[config.mk]
export PLATFORM = sky130hd
export DESIGN_NAME = prog_sequencer
export DESIGN_NICKNAME = d
export VERILOG_FILES = /design/src/rtl/prog_sequencer.sv
export SDC_FILE = /design/constraint.sdc
export NUM_CORES = 1
export LEC_CHECK = 0
export CORE_MARGIN = 2
export CORE_UTILIZATION = 58
export DETAILED_ROUTE_END_ITERATION = 10
export PLACE_DENSITY_LB_ADDON = 0.05
export SYNTH_ARGS = -nofsm -noshare
export SYNTH_HDL_FRONTEND = slang
export SYNTH_SLANG_ARGS = --single-unit
export TNS_END_PERCENT = 50
[constraint.sdc]
create_clock -name clk -period 3.7 [get_ports clk]
set_clock_uncertainty 0.2 [all_clocks]
set_input_delay 0.925 -clock clk [delete_from_list [all_inputs] [get_ports clk]]
set_output_delay 0.925 -clock clk [all_outputs]
set_load 0.02 [all_outputs]
[src/rtl/prog_sequencer.sv]
// Program sequencer: req/done run handshake, relative/absolute jumps, call/return stack.
// Optional PROG_SEQUENCER_CYCLE_CNT_EN adds a saturating 16-bit RUN-cycle counter output.
module prog_sequencer #(
  parameter int D          = 12,
  parameter int START_ADDR = 0,
  parameter int END_ADDR   = 128,
  parameter int SD         = 4
) (
  input  logic         clk,
  input  logic         reset,
  input  logic         req,
  input  logic         stall,
  input  logic         reljump_en,
  input  logic         absjump_en,
  input  logic         call_en,
  input  logic         ret_en,
  input  logic [D-1:0] target,
  output logic [D-1:0] prog_ctr,
  output logic         running,
  output logic         done,
  output logic         stack_err
`ifdef PROG_SEQUENCER_CYCLE_CNT_EN
  ,
  output logic [15:0]  cycle_cnt
`endif
);

  localparam int SPW = $clog2(SD + 1);
  localparam int AW  = (SD > 1) ? $clog2(SD) : 1;
  localparam logic [D-1:0]   START_PC = D'(START_ADDR);
  localparam logic [D-1:0]   END_PC   = D'(END_ADDR);
  localparam logic [SPW-1:0] SP_FULL  = SPW'(SD);
  // An END_ADDR outside the PC range can never match.
  localparam bit END_OK = (longint'(END_ADDR) < (longint'(1) << D));

  typedef enum logic [1:0] {IDLE, RUN, DONE} state_e;

  state_e         state_q, state_d;
  logic [D-1:0]   pc_q, pc_d;
  logic [SPW-1:0] sp_q, sp_d;
  logic           err_q, err_d;
  logic           running_q, running_d;
  logic           done_q, done_d;
  logic           push_en;
  logic [AW-1:0]  push_idx, pop_idx;
  logic [D-1:0]   pc_inc;
  logic           at_end;
  logic [D-1:0]   stack_q [SD];

  assign pc_inc   = pc_q + 1'b1;
  assign at_end   = END_OK && (pc_q == END_PC);
  assign push_idx = AW'(sp_q);
  assign pop_idx  = AW'(sp_q - 1'b1);

  always_comb begin
    state_d = state_q;
    pc_d    = pc_q;
    sp_d    = sp_q;
    err_d   = err_q;
    push_en = 1'b0;
    case (state_q)
      IDLE, DONE: begin
        if (req) begin
          state_d = RUN;
          pc_d    = START_PC;
          sp_d    = '0;
          err_d   = 1'b0;
        end
      end
      RUN: begin
        if (at_end) begin
          state_d = DONE;
        end else if (!stall) begin
          if (ret_en) begin
            if (sp_q == '0) begin
              err_d   = 1'b1;
              state_d = DONE;
            end else begin
              pc_d = stack_q[pop_idx];
              sp_d = sp_q - 1'b1;
            end
          end else if (call_en) begin
            if (sp_q == SP_FULL) begin
              err_d   = 1'b1;
              state_d = DONE;
            end else begin
              push_en = 1'b1;
              sp_d    = sp_q + 1'b1;
              pc_d    = target;
            end
          end else if (absjump_en) begin
            pc_d = target;
          end else if (reljump_en) begin
            pc_d = pc_q + target;
          end else begin
            pc_d = pc_inc;
          end
        end
      end
      default: state_d = IDLE;
    endcase
    running_d = (state_d == RUN);
    done_d    = (state_d == DONE);
  end

  always_ff @(posedge clk) begin
    if (reset) begin
      state_q   <= IDLE;
      pc_q      <= '0;
      sp_q      <= '0;
      err_q     <= 1'b0;
      running_q <= 1'b0;
      done_q    <= 1'b0;
    end else begin
      state_q   <= state_d;
      pc_q      <= pc_d;
      sp_q      <= sp_d;
      err_q     <= err_d;
      running_q <= running_d;
      done_q    <= done_d;
    end
  end

  // Stack storage carries no reset; sp alone defines which entries are live.
  always_ff @(posedge clk) begin
    if (push_en) stack_q[push_idx] <= pc_inc;
  end

  assign prog_ctr  = pc_q;
  assign running   = running_q;
  assign done      = done_q;
  assign stack_err = err_q;

`ifdef PROG_SEQUENCER_CYCLE_CNT_EN
  logic [15:0] cnt_q, cnt_d;

  always_comb begin
    cnt_d = cnt_q;
    if (state_q != RUN && state_d == RUN) cnt_d = '0;
    else if (state_q == RUN && cnt_q != 16'hFFFF) cnt_d = cnt_q + 16'd1;
  end

  always_ff @(posedge clk) begin
    if (reset) cnt_q <= '0;
    else       cnt_q <= cnt_d;
  end

  assign cycle_cnt = cnt_q;
`endif

endmodule

==> impl_metrics.ini <==
[routing]
ant_nets = 0
drcViolationCount = 0
vias = 2873
drt_iter0_markers = 290
routed_via_density = 6.33
drt_first_pass_iters = 6
wire_per_inst_um = 19.7
wl_mm = 8.95

[logic_synthesis]
synth_ff_type = edfxtp_1
synth_cells = 328
synth_cell_type_count = 61
synth_commonest_cells = edfxtp_1 (48), nand2_1 (25), o21ai_0 (23)
ys_ff_latch = 68
synthTopCellsByArea = edfxtp_1 (38%), dfxtp_1 (11%), mux4_2 (7.2%), ha_1 (6.0%), o21ai_0 (3.1%)
synth_area_per_cell_um2 = 11.5
synthArstFlopShare = 0
yosysWarnings = 0
netlist.top_cell.by_area = edfxtp_1
synth_edf_count = 48
yosysMostFrequentCell = edfxtp_1
synth_top_area_share = 0.383
syn_area_mm2 = 0.00376
syn_nets = 367
yosysSeqAreaShare = 0.490

[grt]
grt_pass1_vias = 2861
grt_max_degree = 19
grt_use_total = 0.265
grt-ovfl-total = 0
antenna_found_initial = 0
grt_pass1_wl_mm = 14.6

[clocking]
cts_max_level = 3
hold_buffers = 0
cts_buffer_depth = 2
cts-resized-gates = 0
cts_tree = yes
clk_latency_ns = 0.34
path_clk_slew_ns = 0.08
cts_root_buffer = clkbuf_8
clock-sinks = 68
post_cts_buffers = 0
cts_made_buffers = 9

[critical_path]
timing.rr.end = prog_ctr[6]
startpoint = target[1]
rrSetupSlack_ns = 0.93
path_class = input pin to flip-flop
cpMostUsedCell = o2111ai_1
crit_arrival_ns = 3.18
crit_fanout = 3
cpPeakStageDelay_ns = 0.48
reg2reg_from = prog_ctr[1]
critical_path_buf_inv_count = 1
endpoint_kind = flip-flop
rr_worst_depth = 7
cp_data_required_time_ns = 3.72
cp_top_family = compound AO/OA/AOI/OAI gates
path_cells = clkdlybuf4s50_1, ha_1, a211oi_1, o21ai_0, o2111ai_1, mux2_2, o2111ai_1, a221oi_1
start_kind = input pin
slowest_stage = clkdlybuf4s50_1

[min_path]
hp-start = stack_err
min_to = stack_err
hp-class = flip-flop to flip-flop
whs_path_depth = 2

[sta]
tightest_slew_ns = 0.624
fin_ws_ns = 0.542
grt_setup_unrepaired = false
min_period_ns = 3.16
fin_tns_setup_ns = 0
report.final.setup_viol = 0
hold_viol = 0
slew_violations = 0
max_slew_margin = 0.584
fmax_ghz = 0.317
post-route-period-util = 0.853

[pwr]
peakVddDrop_mv = 0.318
power.leakage_nw = 1.61
p_sw_frac = 0.272
intPower_mw = 1.27
p_sw_mw = 0.475
pwr-share-seq = 0.480
p_comb_frac = 0.155
clkPwrFrac = 0.364
pwr_density_cell_mw_per_mm2 = 393

[outcome]
outcome = complete, no violations

[placement]
hpwl_mm = 6.42
numPortBuffers = 34
gp_congestion = 0.871
preCtsSetupSlack_ns = 0.214

[floorplan]
dieArea_mm2 = 0.00715
dieHeight_um = 84.5
die_w_um = 84.5
ios = 35
design.core.area_mm2 = 0.00631
start_util = 0.596
fp-row-count = 29

[run]
drv_cap = 0

[cells_and_area]
area_delta_synth_final_pct = 18.0
fin_nets = 411
drive_gt1_frac = 0.141
n_antenna_cell = 0
-- through the flow --
stage	power (mW)	hold WS [ns]	util	cell area, µm²	std cells
floorplan	1.03	0.310	-	3760	328
global placement	1.12	0.259	0.670	4230	438
detailed placement	1.12	0.266	0.670	4230	438
CTS	1.75	0.286	0.703	4440	454
global route	1.81	0.339	0.703	4440	454
finish	1.74	0.282	0.703	4440	454
-- cells in the final DEF, fill, tap and decap left out, types with 5 or more instances in the layout --
| cell type | netlist | final |
|---|---|---|
| nor3_1 | 7 | 7 |
| and2_1 | 5 | 5 |
| nand2b_1 | 5 | 5 |
| edfxtp_1 | 48 | 48 |
| xor2_1 | 8 | 8 |
| a21oi_1 | 22 | 22 |
| buf_4 | 2 | 14 |
| ha_1 | 18 | 18 |
| nand3_1 | 7 | 7 |
| mux4_2 | 12 | 12 |
| o21ai_0 | 23 | 23 |
| xnor2_1 | 11 | 11 |
| clkdlybuf4s50_1 | 0 | 34 |
| nand2_1 | 25 | 25 |
| clkbuf_8 | 0 | 9 |
| dfxtp_1 | 20 | 20 |
| nor2_1 | 17 | 17 |
| nand4_1 | 5 | 5 |
| inv_1 | 6 | 6 |
| o211ai_1 | 5 | 5 |
-- power groups by stage --
stage               logic, mW  registers [mW]  clock network, mW
finish                  0.271           0.838              0.635
global route            0.298           0.840              0.673
CTS                     0.272           0.838              0.643
detailed placement      0.269           0.855                  0
global placement        0.268           0.854                  0
floorplan               0.171           0.860                  0
-- layout make-up --
| cell class | instances | area [µm²] |
|---|---|---|
| clock buffer | 9 | 124 |
| clock inverter | 7 | 83.8 |
| fill | 485 | 1870 |
| inverter | 6 | 22.5 |
| multi-input combinational | 239 | 1830 |
| sequential | 68 | 1840 |
| tap | 77 | 96.3 |
| timing repair buffer | 48 | 445 |
-- logic make-up (layout without fill, tap and decap cells) --
group	count (synthesis)	after routing	synth area share
buffers and inverters	21	70	0.0253
xor gates and xnor gates	19	19	0.0442
DFF	68	68	0.490
muxes	17	17	0.0855
adders and majority gates	19	19	0.0652
and+or+nand+nor	95	95	0.134
AOI/OAI and AO/OA	89	89	0.156
-- registers in the layout, summed over array words and instances (netlist names) --
signal	flops
stack_err	1
state_q	2
prog_ctr	12
running	1
stack_q	48
done	1
sp_q	3
-- worst max path at each step --
stage | end | depth (start not counted)
after global routing | prog_ctr[11] | 8
after floorplan | prog_ctr[8] | 8
after global placement | prog_ctr[8] | 9
after detailed placement | prog_ctr[11] | 8
after CTS | prog_ctr[11] | 8
final | prog_ctr[11] | 8
-- routing by layer --
layer  share of wire  global-route usage
met1            0.41               0.331
met2            0.51               0.474
met3           0.058              0.0511
met4           0.018              0.0678
met5               0                   0
-- tightest hold or removal path, delay by kind of cell (launching register included) --
kind	cells	cell delay (ns)
compound gates	1	0.04
flops	1	0.34
simple gates	1	0.07
Power figures use the tool's default switching activity.
